==> src/rtl/switch_debounce_array.sv <==
// -----------------------------------------------------------------------------
// switch_debounce_array
//
// Multi-channel push-button conditioner. Each channel has a two-flop
// synchroniser, a debounce counter and a registered debounced level. It also
// produces one-cycle press/release pulses and an optional hold-to-repeat
// pulse train. Channels share no state.
//
// Ports:
//   i_Clk        system clock
//   i_Rst_n      asynchronous active-low reset
//   i_Switches   raw asynchronous switch inputs, one bit per channel
//   i_Repeat_En  per-channel hold-to-repeat enable (synchronous to i_Clk)
//   o_Switches   debounced level, 1 = pressed
//   o_Press      one-cycle pulse on the edge o_Switches rises
//   o_Release    one-cycle pulse on the edge o_Switches falls
//   o_Repeat     one-cycle auto-repeat pulse while a channel is held
// -----------------------------------------------------------------------------
module switch_debounce_array #(
   parameter int NUM_CH         = 4,
   parameter int DEBOUNCE_LIMIT = 250000,
   parameter int REPEAT_DELAY   = 12500000,
   parameter int REPEAT_PERIOD  = 2500000,
   parameter int INVERT         = 0
) (
   input  logic              i_Clk,
   input  logic              i_Rst_n,
   input  logic [NUM_CH-1:0] i_Switches,
   input  logic [NUM_CH-1:0] i_Repeat_En,
   output logic [NUM_CH-1:0] o_Switches,
   output logic [NUM_CH-1:0] o_Press,
   output logic [NUM_CH-1:0] o_Release,
   output logic [NUM_CH-1:0] o_Repeat
);

   localparam int DB_W    = $clog2(DEBOUNCE_LIMIT + 1);
   localparam int RPT_MAX = (REPEAT_DELAY > REPEAT_PERIOD) ? REPEAT_DELAY : REPEAT_PERIOD;
   localparam int HOLD_W  = $clog2(RPT_MAX + 1);

   localparam logic [DB_W-1:0]   DB_LAST     = DB_W'(DEBOUNCE_LIMIT - 1);
   localparam logic [HOLD_W-1:0] DELAY_LAST  = HOLD_W'(REPEAT_DELAY - 1);
   localparam logic [HOLD_W-1:0] PERIOD_LAST = HOLD_W'(REPEAT_PERIOD - 1);
   localparam logic [NUM_CH-1:0] INV_MASK    = (INVERT != 0) ? '1 : '0;

   // DELAY: waiting for the first repeat after the press; PERIOD: steady train.
   typedef enum logic {
      PH_DELAY  = 1'b0,
      PH_PERIOD = 1'b1
   } phase_e;

   logic [NUM_CH-1:0] sync1_q,   sync1_d;
   logic [NUM_CH-1:0] sync2_q,   sync2_d;
   logic [NUM_CH-1:0] state_q,   state_d;
   logic [NUM_CH-1:0] press_q,   press_d;
   logic [NUM_CH-1:0] release_q, release_d;
   logic [NUM_CH-1:0] repeat_q,  repeat_d;
   logic [DB_W-1:0]   cnt_q   [NUM_CH];
   logic [DB_W-1:0]   cnt_d   [NUM_CH];
   logic [HOLD_W-1:0] hcnt_q  [NUM_CH];
   logic [HOLD_W-1:0] hcnt_d  [NUM_CH];
   phase_e            phase_q [NUM_CH];
   phase_e            phase_d [NUM_CH];

   always_comb begin
      logic [HOLD_W-1:0] tgt_last;
      tgt_last = DELAY_LAST;
      sync1_d  = i_Switches ^ INV_MASK;
      sync2_d  = sync1_q;
      for (int ch = 0; ch < NUM_CH; ch++) begin
         state_d[ch]   = state_q[ch];
         press_d[ch]   = 1'b0;
         release_d[ch] = 1'b0;
         repeat_d[ch]  = 1'b0;
         // A single agreeing sample throws away the whole accumulated count.
         cnt_d[ch]     = '0;
         hcnt_d[ch]    = '0;
         phase_d[ch]   = PH_DELAY;

         if (sync2_q[ch] != state_q[ch]) begin
            if (cnt_q[ch] == DB_LAST) begin
               state_d[ch]   = sync2_q[ch];
               press_d[ch]   = sync2_q[ch];
               release_d[ch] = ~sync2_q[ch];
            end else begin
               cnt_d[ch] = cnt_q[ch] + DB_W'(1);
            end
         end

         // Press and release edges restart the hold timer and win over repeat.
         if (!press_d[ch] && !release_d[ch] && state_q[ch] && i_Repeat_En[ch]) begin
            tgt_last = (phase_q[ch] == PH_PERIOD) ? PERIOD_LAST : DELAY_LAST;
            if (hcnt_q[ch] == tgt_last) begin
               repeat_d[ch] = 1'b1;
               phase_d[ch]  = PH_PERIOD;
            end else begin
               hcnt_d[ch]  = hcnt_q[ch] + HOLD_W'(1);
               phase_d[ch] = phase_q[ch];
            end
         end
      end
   end

   always_ff @(posedge i_Clk or negedge i_Rst_n) begin
      if (!i_Rst_n) begin
         sync1_q   <= '0;
         sync2_q   <= '0;
         state_q   <= '0;
         press_q   <= '0;
         release_q <= '0;
         repeat_q  <= '0;
         for (int ch = 0; ch < NUM_CH; ch++) begin
            cnt_q[ch]   <= '0;
            hcnt_q[ch]  <= '0;
            phase_q[ch] <= PH_DELAY;
         end
      end else begin
         sync1_q   <= sync1_d;
         sync2_q   <= sync2_d;
         state_q   <= state_d;
         press_q   <= press_d;
         release_q <= release_d;
         repeat_q  <= repeat_d;
         for (int ch = 0; ch < NUM_CH; ch++) begin
            cnt_q[ch]   <= cnt_d[ch];
            hcnt_q[ch]  <= hcnt_d[ch];
            phase_q[ch] <= phase_d[ch];
         end
      end
   end

   assign o_Switches = state_q;
   assign o_Press    = press_q;
   assign o_Release  = release_q;
   assign o_Repeat   = repeat_q;

endmodule
==> config.mk <==
export PLATFORM = sky130hd
export DESIGN_NAME = switch_debounce_array
export DESIGN_NICKNAME = d
export VERILOG_FILES = /design/src/rtl/switch_debounce_array.sv
export SDC_FILE = /design/constraint.sdc
export NUM_CORES = 1
export LEC_CHECK = 0
export CORE_ASPECT_RATIO = 0.6
export CORE_MARGIN = 4
export CORE_UTILIZATION = 60
export CTS_CLUSTER_DIAMETER = 80
export DETAILED_ROUTE_END_ITERATION = 12
export PLACE_DENSITY_LB_ADDON = 0.2
export SETUP_SLACK_MARGIN = 0.5
export SYNTH_ARGS = -nofsm -noshare
export SYNTH_HDL_FRONTEND = slang
export SYNTH_SLANG_ARGS = --single-unit
==> constraint.sdc <==
create_clock -name i_Clk -period 2.77 [get_ports i_Clk]
set_input_delay 0.554 -clock i_Clk [delete_from_list [all_inputs] [get_ports i_Clk]]
set_output_delay 0.554 -clock i_Clk [all_outputs]
set_load 0.01 [all_outputs]
==> metrics.cfg <==
[run_status]
status = finished, final reports clean

[global_route]
grt_max_degree = 65
first_global_vias = 7024
grt_pass1_wl_mm = 35.0
antenna_found_initial = 0
track_usage_pct = 22.6
gr-total-overflow = 0

[route]
first_pass_iters = 5
viasPerCell = 6.15
drc = 0
wl_per_cell_um = 16.4
totalWireLength_mm = 20.2
vias = 7576
first_iter_violations = 606
ant_nets = 0

[synthesis]
async_flop_share_pct = 100
synth_top_area_share_pct = 49.5
yosysTopAreaCell = dfrtp_1
ys.flop_type = dfrtp_1
synth_cell_types = 52
synthTopCellsByArea = dfrtp_1 50%, xnor2_1 6.5%, nor3_1 3.9%
syn-cell-area_sq_um = 9900
synth.yosys.seq_area_share_pct = 49.5
syn_area_per_cell_sq_um = 10.1
synth-seq-cells = 196
yosys_warnings = 0
syn_nets = 996
synthCells = 978
synth_edf_count = 0

[placement]
post-dp-hpwl_mm = 13.9
port_buffers = 25
dp_slack_ns = 0.526
gp_congestion = 0.866

[timing]
clock_skew_ns = 0.00912
fin_crit_sh_pct = 78.0
fin_ws_ns = 0.610
slew_viol_final = 0
hold_viol = 0
tns_ns = 0
tightest_slew_ns = 0.600
post-route-min-period_ns = 2.16
grt_setup_unrepaired = yes
setup_viol = 0
max_slew_margin_pct = 59.7
clock.fmax_mhz = 463

[cells_and_area]
n_antenna_cell = 0
final_nets = 1029
drive_above_1_share_pct = 9.48
area_growth_pct = 12.1

[die]
die_w_um = 174
num_io_pins = 26
rows = 36
start_util_pct = 61.0
coreArea_sq_um = 16200
fp.dieH_um = 107
die_area_sq_um = 18700

[clock_network]
cts_max_level = 4
clockBufferDepth = 2
path_clk_slew_ns = 0.08
clk_latency_ns = 0.43
cts_root_buf = clkbuf_16
cts_buffers = 17
cts.sinks = 196
hold_buffers = 0
cts_tree = done

[power_and_ir_drop]
combPwrFrac_pct = 2.4
ir_worst_vdd_uv = 460
finalPower_mw = 5.44
power-per-cell-area_nw_per_um2 = 490
p_leak_nw = 4.01
p_clk_share_pct = 44.3
p_sw_share_pct = 23.0
p_seq_share_pct = 53.3
p_int_mw = 4.19
switchingPower_mw = 1.25

[critical_path]
worstPathRequired_ns = 3.11
worstPathCellList = ha_2, nand4_4, or4b_4, or3_1, a211oi_2
slowest_stage = or4b_4
max_stage_delay_ns = 0.63
crit_type = reg -> reg
critPathMaxFanout = 8
end_kind = flop
worstPathArrival_ns = 2.50
cp-start-kind = flop

[flow_run]
maxCapViolCount = 0

[hold_path]
hold_class = in -> async

==> path summary, 6_finish.rpt <==
check,startpoint,endpoint,slack (ns),cells past startpoint
setup / recovery,hcnt_q[48]$_DFF_PN0_,hcnt_q[66]$_DFF_PN0_,0.61,5
min in group i_Clk,sync1_q[3]$_DFF_PN0_,sync2_q[3]$_DFF_PN0_,0.35,0
setup reg to reg,hcnt_q[48]$_DFF_PN0_,hcnt_q[66]$_DFF_PN0_,0.61,5
max in group asynchronous,i_Rst_n,hcnt_q[77]$_DFF_PN0_,1.97,2
hold / removal,i_Rst_n,hcnt_q[50]$_DFF_PN0_,0.1,1
hold reg to reg,sync1_q[3]$_DFF_PN0_,sync2_q[3]$_DFF_PN0_,0.35,0
==> layout make-up <==
cell class	count	area (sq um)
inverter	19	71.3
tap	209	262
clock inverter	14	144
clock buffer	17	425
timing repair buffer	49	475
multi-input combinational	728	4820
fill	1234	5120
sequential	196	4900
==> Yosys cell counts, types with 6 or more instances <==
master      n
or4_1      32
nor3b_1    12
nand4_1    47
o21ai_0    28
a21oi_1    17
o31ai_1    22
nand3_1    55
nor4_1     27
and4_1     14
a211oi_2    6
xnor2_1    73
ha_1        8
nand2_1    58
dfrtp_1   196
or2_2       7
nor2_1     73
clkbuf_1   14
buf_2      11
nor2b_1     6
or3_1      34
nor3_1     78
and3_1     14
a211oi_1   32
xor2_1     32
inv_1      19
==> cells in the final DEF (no fill, tap or decap), types with 19 or more instances in the layout <==
| master | instances |
|---|---|
| dfrtp_1 | 196 |
| nor3_1 | 78 |
| nor2_1 | 73 |
| xnor2_1 | 73 |
| nand2_1 | 58 |
| nand3_1 | 55 |
| nand4_1 | 47 |
| or3_1 | 33 |
| xor2_1 | 32 |
| a211oi_1 | 31 |
| or4_1 | 29 |
| o21ai_0 | 28 |
| nor4_1 | 27 |
| clkdlybuf4s50_1 | 24 |
| o31ai_1 | 22 |
| buf_4 | 20 |
| inv_1 | 19 |
==> per-stage QoR <==
step	std cells	util [%]	hold slack, ns	area, sq um
floorplan	978	-	0.258	9900
global placement	1199	64.6	0.333	10500
detailed placement	1199	64.6	0.343	10500
CTS	1230	68.1	0.114	11000
global route	1232	68.4	0.128	11100
finish	1232	68.4	0.0982	11100
==> timing repair <==
action	in CTS	in global routing
setup endpoints to repair	2	13
setup buffers	0	1
resized for setup	1	10
cloned	0	1
pin swaps	0	1
==> registers in the layout, summed over array words and instances (netlist names) <==
signal	count
o_Press	4
o_Release	4
sync2_q	4
o_Switches	4
cnt_q	72
hcnt_q	96
phase_q	4
o_Repeat	4
sync1_q	4
==> cell families (layout without fill, tap and decap cells) <==
kind of cell	after synthesis	count (layout)	synth area share, %
adder cells (fa/ha/maj)	8	8	1.01
XOR/XNOR	105	105	9.29
AO/OA/AOI/OAI	127	127	9.71
AND/OR/NAND/NOR	484	484	27.4
multiplexers	4	4	0.455
buffers and inverters	54	99	2.63
flip-flops	196	196	49.5
==> critical path, delay by kind of cell, from the launching register on <==
| family | cells | cell delay (ns) |
|---|---|---|
| fa+ha+maj | 1 | 0.25 |
| simple gates | 3 | 1.20 |
| flops | 1 | 0.40 |
| compound gates | 1 | 0.22 |
==> power groups by stage <==
stage | clock, mW | sequential, mW | combinational, mW
after floorplan | 0 | 2.95 | 0.0367
after global placement | 0 | 2.95 | 0.134
after detailed placement | 0 | 2.96 | 0.134
after CTS | 2.47 | 2.90 | 0.135
after global routing | 2.60 | 2.90 | 0.151
final | 2.41 | 2.90 | 0.129
==> routing by layer <==
layer	up-vias	GRT usage, %	share of wire, %
met3	7	4.91	4.4
met1	3722	36.7	54
li1	3712	-	-
met4	0	4.18	0.40
met2	135	31.2	42
met5	-	0	0
Power figures use the tool's default switching activity.
